<file path="config.mk">
export PLATFORM = sky130hd
export DESIGN_NAME = irq_ctrl
export DESIGN_NICKNAME = d
export VERILOG_FILES = /design/src/rtl/irq_ctrl.sv
export SDC_FILE = /design/constraint.sdc
export NUM_CORES = 1
export LEC_CHECK = 0
export ABC_AREA = 1
export ABC_CLOCK_PERIOD_IN_PS = 4400
export BUFFER_PORTS_ARGS = -buffer_cell sky130_fd_sc_hd__buf_2
export CORE_ASPECT_RATIO = 1.25
export CORE_MARGIN = 5
export CORE_UTILIZATION = 48
export CTS_CLUSTER_DIAMETER = 100
export CTS_CLUSTER_SIZE = 12
export DETAILED_ROUTE_END_ITERATION = 10
export GPL_TIMING_DRIVEN = 0
export PLACE_DENSITY_LB_ADDON = 0.2
export RECOVER_POWER = 100
export SLEW_MARGIN = 20
export SYNTH_ARGS = -nofsm -noshare
export SYNTH_HDL_FRONTEND = slang
export SYNTH_SLANG_ARGS = --single-unit
</file>
<file path="constraint.sdc">
create_clock -name clk -period 4.4 [get_ports clk]
set_clock_uncertainty 0.2 [all_clocks]
set_input_delay 0.88 -clock clk [delete_from_list [all_inputs] [get_ports clk]]
set_output_delay 0.88 -clock clk [all_outputs]
set_load 0.005 [all_outputs]
</file>
<file path="src/rtl/irq_ctrl.sv">
// Parametrised interrupt controller: per-source sync, level/edge pending, enable, priority,
// threshold and claim/complete in-service tracking, with a small word-addressed register port.
module irq_ctrl #(
    parameter int NUM_SRC     = 4,
    parameter int PRIO_BITS   = 3,
    parameter int SYNC_STAGES = 2
) (
    input  logic                 clk,
    input  logic                 rst,
    input  logic [NUM_SRC-1:0]   src_i,
    input  logic                 reg_en,
    input  logic                 reg_we,
    input  logic [2:0]           reg_addr,
    input  logic [31:0]          reg_wdata,
    output logic [31:0]          reg_rdata,
    output logic                 irq_o,
    output logic [3:0]           irq_id_o
);

    localparam int PW = NUM_SRC * PRIO_BITS;

    localparam logic [2:0] A_PENDING = 3'd0;
    localparam logic [2:0] A_ENABLE  = 3'd1;
    localparam logic [2:0] A_MODE    = 3'd2;
    localparam logic [2:0] A_THRESH  = 3'd3;
    localparam logic [2:0] A_CLAIM   = 3'd4;
    localparam logic [2:0] A_PRIO    = 3'd5;

    logic [NUM_SRC-1:0]   s;
    logic [NUM_SRC-1:0]   prev;
    logic [NUM_SRC-1:0]   enable;
    logic [NUM_SRC-1:0]   mode;
    logic [PRIO_BITS-1:0] thresh;
    logic [PW-1:0]        prio;
    logic [NUM_SRC-1:0]   pend_edge;
    logic [NUM_SRC-1:0]   in_svc;

    logic [NUM_SRC-1:0]   pending;
    logic [NUM_SRC-1:0]   eligible;
    logic [3:0]           winner;
    logic [NUM_SRC-1:0]   claim_oh;
    logic [NUM_SRC-1:0]   cmpl_oh;
    logic [NUM_SRC-1:0]   mode_nxt;
    logic [NUM_SRC-1:0]   pend_clr;
    logic [31:0]          rdata_mux;
    logic                 rd_stb;
    logic                 wr_stb;
    logic                 unused_wdata;

    assign unused_wdata = ^reg_wdata;

    generate
        if (SYNC_STAGES == 0) begin : g_nosync
            assign s = src_i;
        end else begin : g_sync
            logic [SYNC_STAGES-1:0][NUM_SRC-1:0] sync_q;
            always_ff @(posedge clk or negedge rst) begin
                if (!rst) begin
                    sync_q <= '0;
                end else begin
                    sync_q[0] <= src_i;
                    for (int i = 1; i < SYNC_STAGES; i++) sync_q[i] <= sync_q[i-1];
                end
            end
            assign s = sync_q[SYNC_STAGES-1];
        end
    endgenerate

    assign rd_stb = reg_en & ~reg_we;
    assign wr_stb = reg_en & reg_we;

    // Edge pending is only kept for edge-mode bits; level bits follow the synced line directly.
    assign pending = (pend_edge & mode) | (s & ~mode);

    always_comb begin
        eligible = '0;
        for (int n = 0; n < NUM_SRC; n++)
            eligible[n] = pending[n] & enable[n] & ~in_svc[n] &
                          (prio[n*PRIO_BITS +: PRIO_BITS] > thresh);
    end

    // Strict compare while scanning upward keeps ties on the lowest index.
    always_comb begin
        logic [PRIO_BITS-1:0] best;
        best   = '0;
        winner = '0;
        for (int n = 0; n < NUM_SRC; n++) begin
            if (eligible[n] && (prio[n*PRIO_BITS +: PRIO_BITS] > best)) begin
                best   = prio[n*PRIO_BITS +: PRIO_BITS];
                winner = 4'(n + 1);
            end
        end
    end

    always_comb begin
        claim_oh = '0;
        cmpl_oh  = '0;
        for (int n = 0; n < NUM_SRC; n++) begin
            claim_oh[n] = rd_stb && (reg_addr == A_CLAIM) && (winner == 4'(n + 1));
            cmpl_oh[n]  = wr_stb && (reg_addr == A_CLAIM) && (reg_wdata[3:0] == 4'(n + 1));
        end
    end

    assign mode_nxt = (wr_stb && reg_addr == A_MODE) ? reg_wdata[NUM_SRC-1:0] : mode;
    assign pend_clr = claim_oh | (mode ^ mode_nxt) |
                      ((wr_stb && reg_addr == A_PENDING) ? reg_wdata[NUM_SRC-1:0] : '0);

    always_comb begin
        rdata_mux = '0;
        case (reg_addr)
            A_PENDING: rdata_mux = 32'(pending);
            A_ENABLE:  rdata_mux = 32'(enable);
            A_MODE:    rdata_mux = 32'(mode);
            A_THRESH:  rdata_mux = 32'(thresh);
            A_CLAIM:   rdata_mux = 32'(winner);
            A_PRIO:    rdata_mux = 32'(prio);
            default:   rdata_mux = '0;
        endcase
    end

    always_ff @(posedge clk or negedge rst) begin
        if (!rst) begin
            prev      <= '0;
            enable    <= '0;
            mode      <= '0;
            thresh    <= '0;
            prio      <= '0;
            pend_edge <= '0;
            in_svc    <= '0;
            reg_rdata <= '0;
            irq_o     <= 1'b0;
            irq_id_o  <= '0;
        end else begin
            prev      <= s;
            mode      <= mode_nxt;
            pend_edge <= ((pend_edge & ~pend_clr) | (s & ~prev)) & mode_nxt;
            in_svc    <= (in_svc | claim_oh) & ~cmpl_oh;
            irq_o     <= |eligible;
            irq_id_o  <= winner;
            if (rd_stb) reg_rdata <= rdata_mux;
            if (wr_stb && reg_addr == A_ENABLE) enable <= reg_wdata[NUM_SRC-1:0];
            if (wr_stb && reg_addr == A_THRESH) thresh <= reg_wdata[PRIO_BITS-1:0];
            if (wr_stb && reg_addr == A_PRIO)   prio   <= reg_wdata[PW-1:0];
        end
    end

endmodule

</file>
After elaboration in Yosys (flattened, before gate mapping)
Cells that the tools add are included.

word-level totals
  register bits after elaboration = 80
  bits of input ports = 43
  word-level logic and storage cells = 99

cells by class
  $lt $le $gt $ge = 8
  equal/unequal tests = 13
  mux-type cells = 10
  bitwise logic cells = 35
  reductions and logical operators = 21

operator list
  cell                                                           count
  one-hot mux 12 bit (6 select lines)                            1
  bitwise AND 4 bit                                              6
  greater-than comparator 3 bit                                  7
  2-to-1 mux 4 bit                                               5
  bitwise OR 4 bit                                               5
  logical AND 1 bit                                              19
  equality test 4 x 2 -> 1 bit, second input constant            4
  NOT 4 bit                                                      4
  bitwise AND 1 bit                                              14
  2-to-1 mux 3 bit                                               3
  equality test 4 x 1 -> 1 bit, second input constant            2
  equality test 4 x 3 -> 1 bit, second input constant            2
  equality test 3 x 2 -> 1 bit, second input constant            2
  equality test 3 bit, second input constant                     2
  NOT 1 bit                                                      5
  OR reduction 4 bit                                             1
  bitwise XOR 4 bit                                              1
  equality test 3 x 1 -> 1 bit, second input constant            1
  greater-than comparator 3 x 1 -> 1 bit, second input constant  1
  zero test 3 bit                                                1
  2-to-1 mux 1 bit                                               1

Longest topological paths before layout
  depth in word-level cells = 25
  gate-level depth with buffers = 31

Worst setup path before layout
Ideal clock, no wire load.

  kind = register -> register
  start point = register thresh[2]
  end point = register reg_rdata[2]
  library setup time = 0.127 ns
  arrival = 4.001 ns
  required time = 4.073 ns
  slack = 0.072 ns
  cell stages (with the launch flop) = 28
  buffers on the path = 0
  period minus slack after synthesis = 4.328 ns
  path through = dfrtp_1 -> inv_1 -> ha_1 -> nand2_1 -> nor2_1 -> nor2_2 -> nor4_2 -> ha_1 -> and3_1 -> a21oi_1 -> nand2_4 -> o21ai_0 -> inv_1 -> ha_1 -> and3_1 -> a21oi_1 -> nand2_2 -> nand2_1 -> o21ai_0 -> ha_1 -> nand2_1 -> inv_1 -> nor3_1 -> nor2_1 -> nand2_1 -> nor2_1 -> o31ai_1 -> nand2_1

between the ends
  cells in the longest elaborated chain, start to end = 14
  elaborated cells on any way between the ends = 21
  classes of those cells = order compare (7); mux (6); bitwise (4); reduce/logical (4)

RTL lines
  item                                     RTL line  RTL
  start: declaration                       33        logic [PRIO_BITS-1:0] thresh;
  start signal: assignment                 142       if (wr_stb && reg_addr == A_THRESH) thresh <= reg_wdata[PRIO_BITS-1:0];
  greater-than comparator 3 bit            79        (prio[n*PRIO_BITS +: PRIO_BITS] > thresh);
  bitwise AND 1 bit                        78        eligible[n] = pending[n] & enable[n] & ~in_svc[n] &
  logical AND 1 bit                        88        if (eligible[n] && (prio[n*PRIO_BITS +: PRIO_BITS] > best)) begin
  2-to-1 mux 3 bit                         88
  greater-than comparator 3 bit            88
  logical AND 1 bit                        88
  2-to-1 mux 3 bit                         88
  greater-than comparator 3 bit            88
  logical AND 1 bit                        88
  2-to-1 mux 3 bit                         88
  greater-than comparator 3 bit            88
  logical AND 1 bit                        88
  2-to-1 mux 4 bit                         88
  one-hot mux 12 bit (6 select lines) (*)  110       case (reg_addr)
  end signal: assignment                   140       if (rd_stb) reg_rdata <= rdata_mux;
  end: declaration                         15        output logic [31:0] reg_rdata,

Every way passes the cells marked *; elsewhere a longest branch is shown, timed or not.
A chain may end at the register's enable or synchronous reset.

Final worst setup path
  start point = register thresh[2]
  end point = register pend_edge[2]

between the ends
  cells in the longest elaborated chain, start to end = 21
  elaborated cells on any way between the ends = 30
  classes of those cells = order compare (7); eq/ne (1); mux (7); bitwise (10); reduce/logical (5)

RTL lines
  item                               RTL line  RTL
  greater-than comparator 3 bit      79
  bitwise AND 1 bit                  78
  logical AND 1 bit                  88
  2-to-1 mux 3 bit                   88
  greater-than comparator 3 bit      88
  logical AND 1 bit                  88
  2-to-1 mux 3 bit                   88
  greater-than comparator 3 bit      88
  (+4 left out)                      -
  2-to-1 mux 4 bit (*)               88
  equality test 4 x 2 -> 1 bit (*)   99        claim_oh[n] = rd_stb && (reg_addr == A_CLAIM) && (winner == 4'(n + 1));
  logical AND 1 bit (*)              99
  bitwise OR 4 bit (*) (2 in a row)  105       assign pend_clr = claim_oh | (mode ^ mode_nxt) |
  NOT 4 bit (*)                      136       pend_edge <= ((pend_edge & ~pend_clr) | (s & ~prev)) & mode_nxt;
  bitwise AND 4 bit (*)              136
  bitwise OR 4 bit (*)               136
  bitwise AND 4 bit (*)              136
  end signal: assignment             136
  end: declaration                   35        logic [NUM_SRC-1:0] pend_edge;

Marked as above.

==> metrics.md <==
| Metric | Value |
|---|---|
| Vias in the first global route | ~2,900 |
| Rel. slew slack | -109% |
| Cell Rows | 33 |
| Crit-path max FO | 7 |
| Fin. Hold Viols | 0 |
| Via density | about 5.0 |
| Die area | ~0.0086 sq mm |
| Worst Path Arrival | 4.50 ns |
| Crit path kind | reg -> reg |
| H-tree levels | 3 |
| EDFF count, synth | 0 |
| Remaining Overflow, GRT | 0 |
| # diodes | 0 |
| Final worst slack | -0.0193 ns |
| Worst EP required | between 4 and 5 ns |
| Hold Path Class | reg -> reg |
| Clk Tree Root Cell | clkbuf_8 |
| Max Cap Viol | 1 |
| Die Span X | about 84 um |
| Unrepaired setup endpoints after global routing | yes |
| Total CTS buffers | 9 |
| Syn Area/Cell | about 8.3 sq um |
| Wire per inst | roughly 15 um |
| Register clock-pin slew on the reported worst setup and hold paths | around 0.07 ns |
| Initial core utilization | between 40% and 50% |
| Fin crit period | approximately 4.4 ns |
| Hold_ws | approximately 0.15 ns |
| Placer Congestion | 0.968 |
| Cell Area, Synth | between 0.003 and 0.004 sq mm |
| Yosys warning total | 0 |
| DRC viols | 0 |
| Status | finished, violations left |
| Clock Path Buffers | 2 |
| Placed Cells | between 500 and 600 |
| TritonRoute pass-1 iters | 4 |
| Maximum VDD drop | roughly 0.26 mV |
| Antenna violations before repair | 0 |
| Post-synthesis cell type count | 36 |
| Area Growth Syn to Fin | 31.2% |
| I/O Pins | 80 |
| Port Buffers | 38 |
| Yosys reg bits | 59 |
| Top FF cell, synth | dfrtp_1 |
| Failing checks | capacitance limit, slew limit, setup timing |
| All-Layer GR Usage | 20.4% |
| Fillers | 557 |
| Pwr/cell area | between 400 and 500 mW/mm^2 |
| Post-DRT Antenna Nets | 0 |
| Clock Latency Late Sink | 0.35 ns |
| Crit-path slowest cell | dfrtp_1 |
| Top delay family on crit path | simple AND/OR/NAND/NOR gates |
| Crit. End Element | flop |
| Final net count | between 500 and 600 |
| Worst setup SP type | flop |
| Async S/R FF share, synth | 100% |
| Post-route insts no fill | approximately 580 |
| FMAX | roughly 0.23 GHz |
| CTS Sinks | 59 |
| Power Total | 0.00173 W |
| Slew @ Worst Pin | around 3.1 ns |
| Syn Inst Count | 394 |
| Final Cycle Share | 100% |
| # setup viols final | 3 |
| Design Area, Final | around 0.0043 sq mm |
| Worst path max stage delay | between 0.3 and 0.4 ns |
| DRT iter0 DRCs | roughly 140 |
| Final max-slew violation count | 60 |
| Core ar. | between 0.006 and 0.007 sq mm |
| Via Count | 2,897 |
| Placed Area | approximately 0.0037 sq mm |
| Final wirelength | ~8.5 mm |
| Die Y | slightly above 100 um |
| Lkg Pwr | 2.19 nW |
| CP bufs+invs | 5 |
| Sequential-to-total area share from yosys stat | between 40 and 50% |
| CTS tree | built |
| First-pass GRT wire length | 13.6 mm |
| Pin count of the biggest net entering global routing | 60 |
| Proportion of layout cells with a drive suffix above 1 | 34.5% |
| Setup TNS | -0.0302 ns |
| DP HPWL | 5.83 mm |
-- worst register-to-register path, delay by kind of cell, from the launching register on --
family	cells	cell delay [ns]
simple gates	14	1.35
fa+ha+maj	4	1.11
compound gates	5	0.82
buf+inv	5	0.53
flops	1	0.37
-- cells in the mapped netlist, drive strengths merged (2+ instances only) --
cell type  count  share of area, %
nand2        109                13
buf           25               5.6
o31ai          8               1.8
o22ai          2              0.38
a211oi         3              0.69
ha            21               8.0
nand4          2              0.38
inv           55               6.3
and3           2              0.38
dfrtp         59                45
nand3         14               2.6
nand3b         2              0.46
nor3           6               1.4
o21ai         33               5.0
nor2          29               4.1
nor4           3              0.76
o21bai         2              0.46
a21oi         13               2.2
-- registers in the layout, summed over array words and instances (netlist names) --
register       flops
enable             4
g_sync.sync_q      4
in_svc             4
irq_id_o           3
irq_o              1
mode               4
pend_edge          4
prev               4
prio              12
reg_rdata         12
s                  4
thresh             3
-- placed cells by master (no fill, tap or decap), drive strengths merged, types with 3 or more instances in the layout --
cell and n:
o21ai 33, nor4 3, buf 82, a211oi 3
nand2 109, inv 55, dfrtp 59, ha 21
clkbuf 19, o31ai 8, clkinv 3, clkinvlp 3
nand3 14, conb 21, nor3 6, nor2 29
a21oi 13
-- per-stage QoR --
step,worst slack [ns],util (%)
global placement,-0.555,55.3
floorplan,0.0721,-
global route,-0.225,65.1
detailed placement,-0.692,55.3
finish,-0.0193,65.1
CTS,-0.0169,62.5
-- worst paths after layout --
kind	slack [ns]	to	cells past startpoint	start
max	-0.02	pend_edge[2]$_DFF_PN0_	28	thresh[2]$_DFFE_PN0P_
min	0.15	s[1]$_DFF_PN0_	0	g_sync.sync_q[1]$_DFF_PN0_
max reg2reg	-0.02	pend_edge[2]$_DFF_PN0_	28	thresh[2]$_DFFE_PN0P_
min reg2reg	0.15	s[1]$_DFF_PN0_	0	g_sync.sync_q[1]$_DFF_PN0_
max in group asynchronous	0.66	thresh[0]$_DFFE_PN0P_	1	rst
min in group asynchronous	1.35	prio[6]$_DFFE_PN0P_	1	rst
-- cell families (layout without fill, tap and decap cells) --
family          after synthesis  in the layout  synth area share, %
buf+inv                      81            162                 12.0
fa+ha+maj                    21             21                 8.01
mux                           1              1                0.343
flops                        59             59                 45.0
other cells                   1             21                0.114
simple gates                168            168                 23.4
compound gates               63             63                 11.1
-- per-layer routing --
metal / global-route usage, % / wire length (um)
met4: 14.2 / 430
met2: 33.0 / 4280
met1: 23.9 / 3400
met3: 5.16 / 410
met5: 0 / 0
-- power by group --
group	internal [W]	switching, W
registers	0.000621	0.0000588
clock network	0.000218	0.000231
logic	0.000265	0.000340
-- layout make-up --
type                       count  area, sq um  area share, %
clock buffer                  10          138           3.20
timing repair buffer          65          393           9.13
tap                           87          109           2.53
clock inverter                 6         41.3          0.960
inverter                      55          206           4.80
multi-input combinational    274         1760           40.8
buffer                        26          181           4.22
sequential                    59         1480           34.3
-- timing repair --
| item | CTS | global route |
|---|---|---|
| buffers inserted | 19 | 8 |
| endpoints found under the setup margin | 14 | 14 |
| hold endpoints to repair | 0 | 0 |
| pin swaps | 26 | 33 |
| hold buffers | 0 | 0 |
| gates resized for setup | 34 | 31 |
Power figures use the tool's default switching activity.
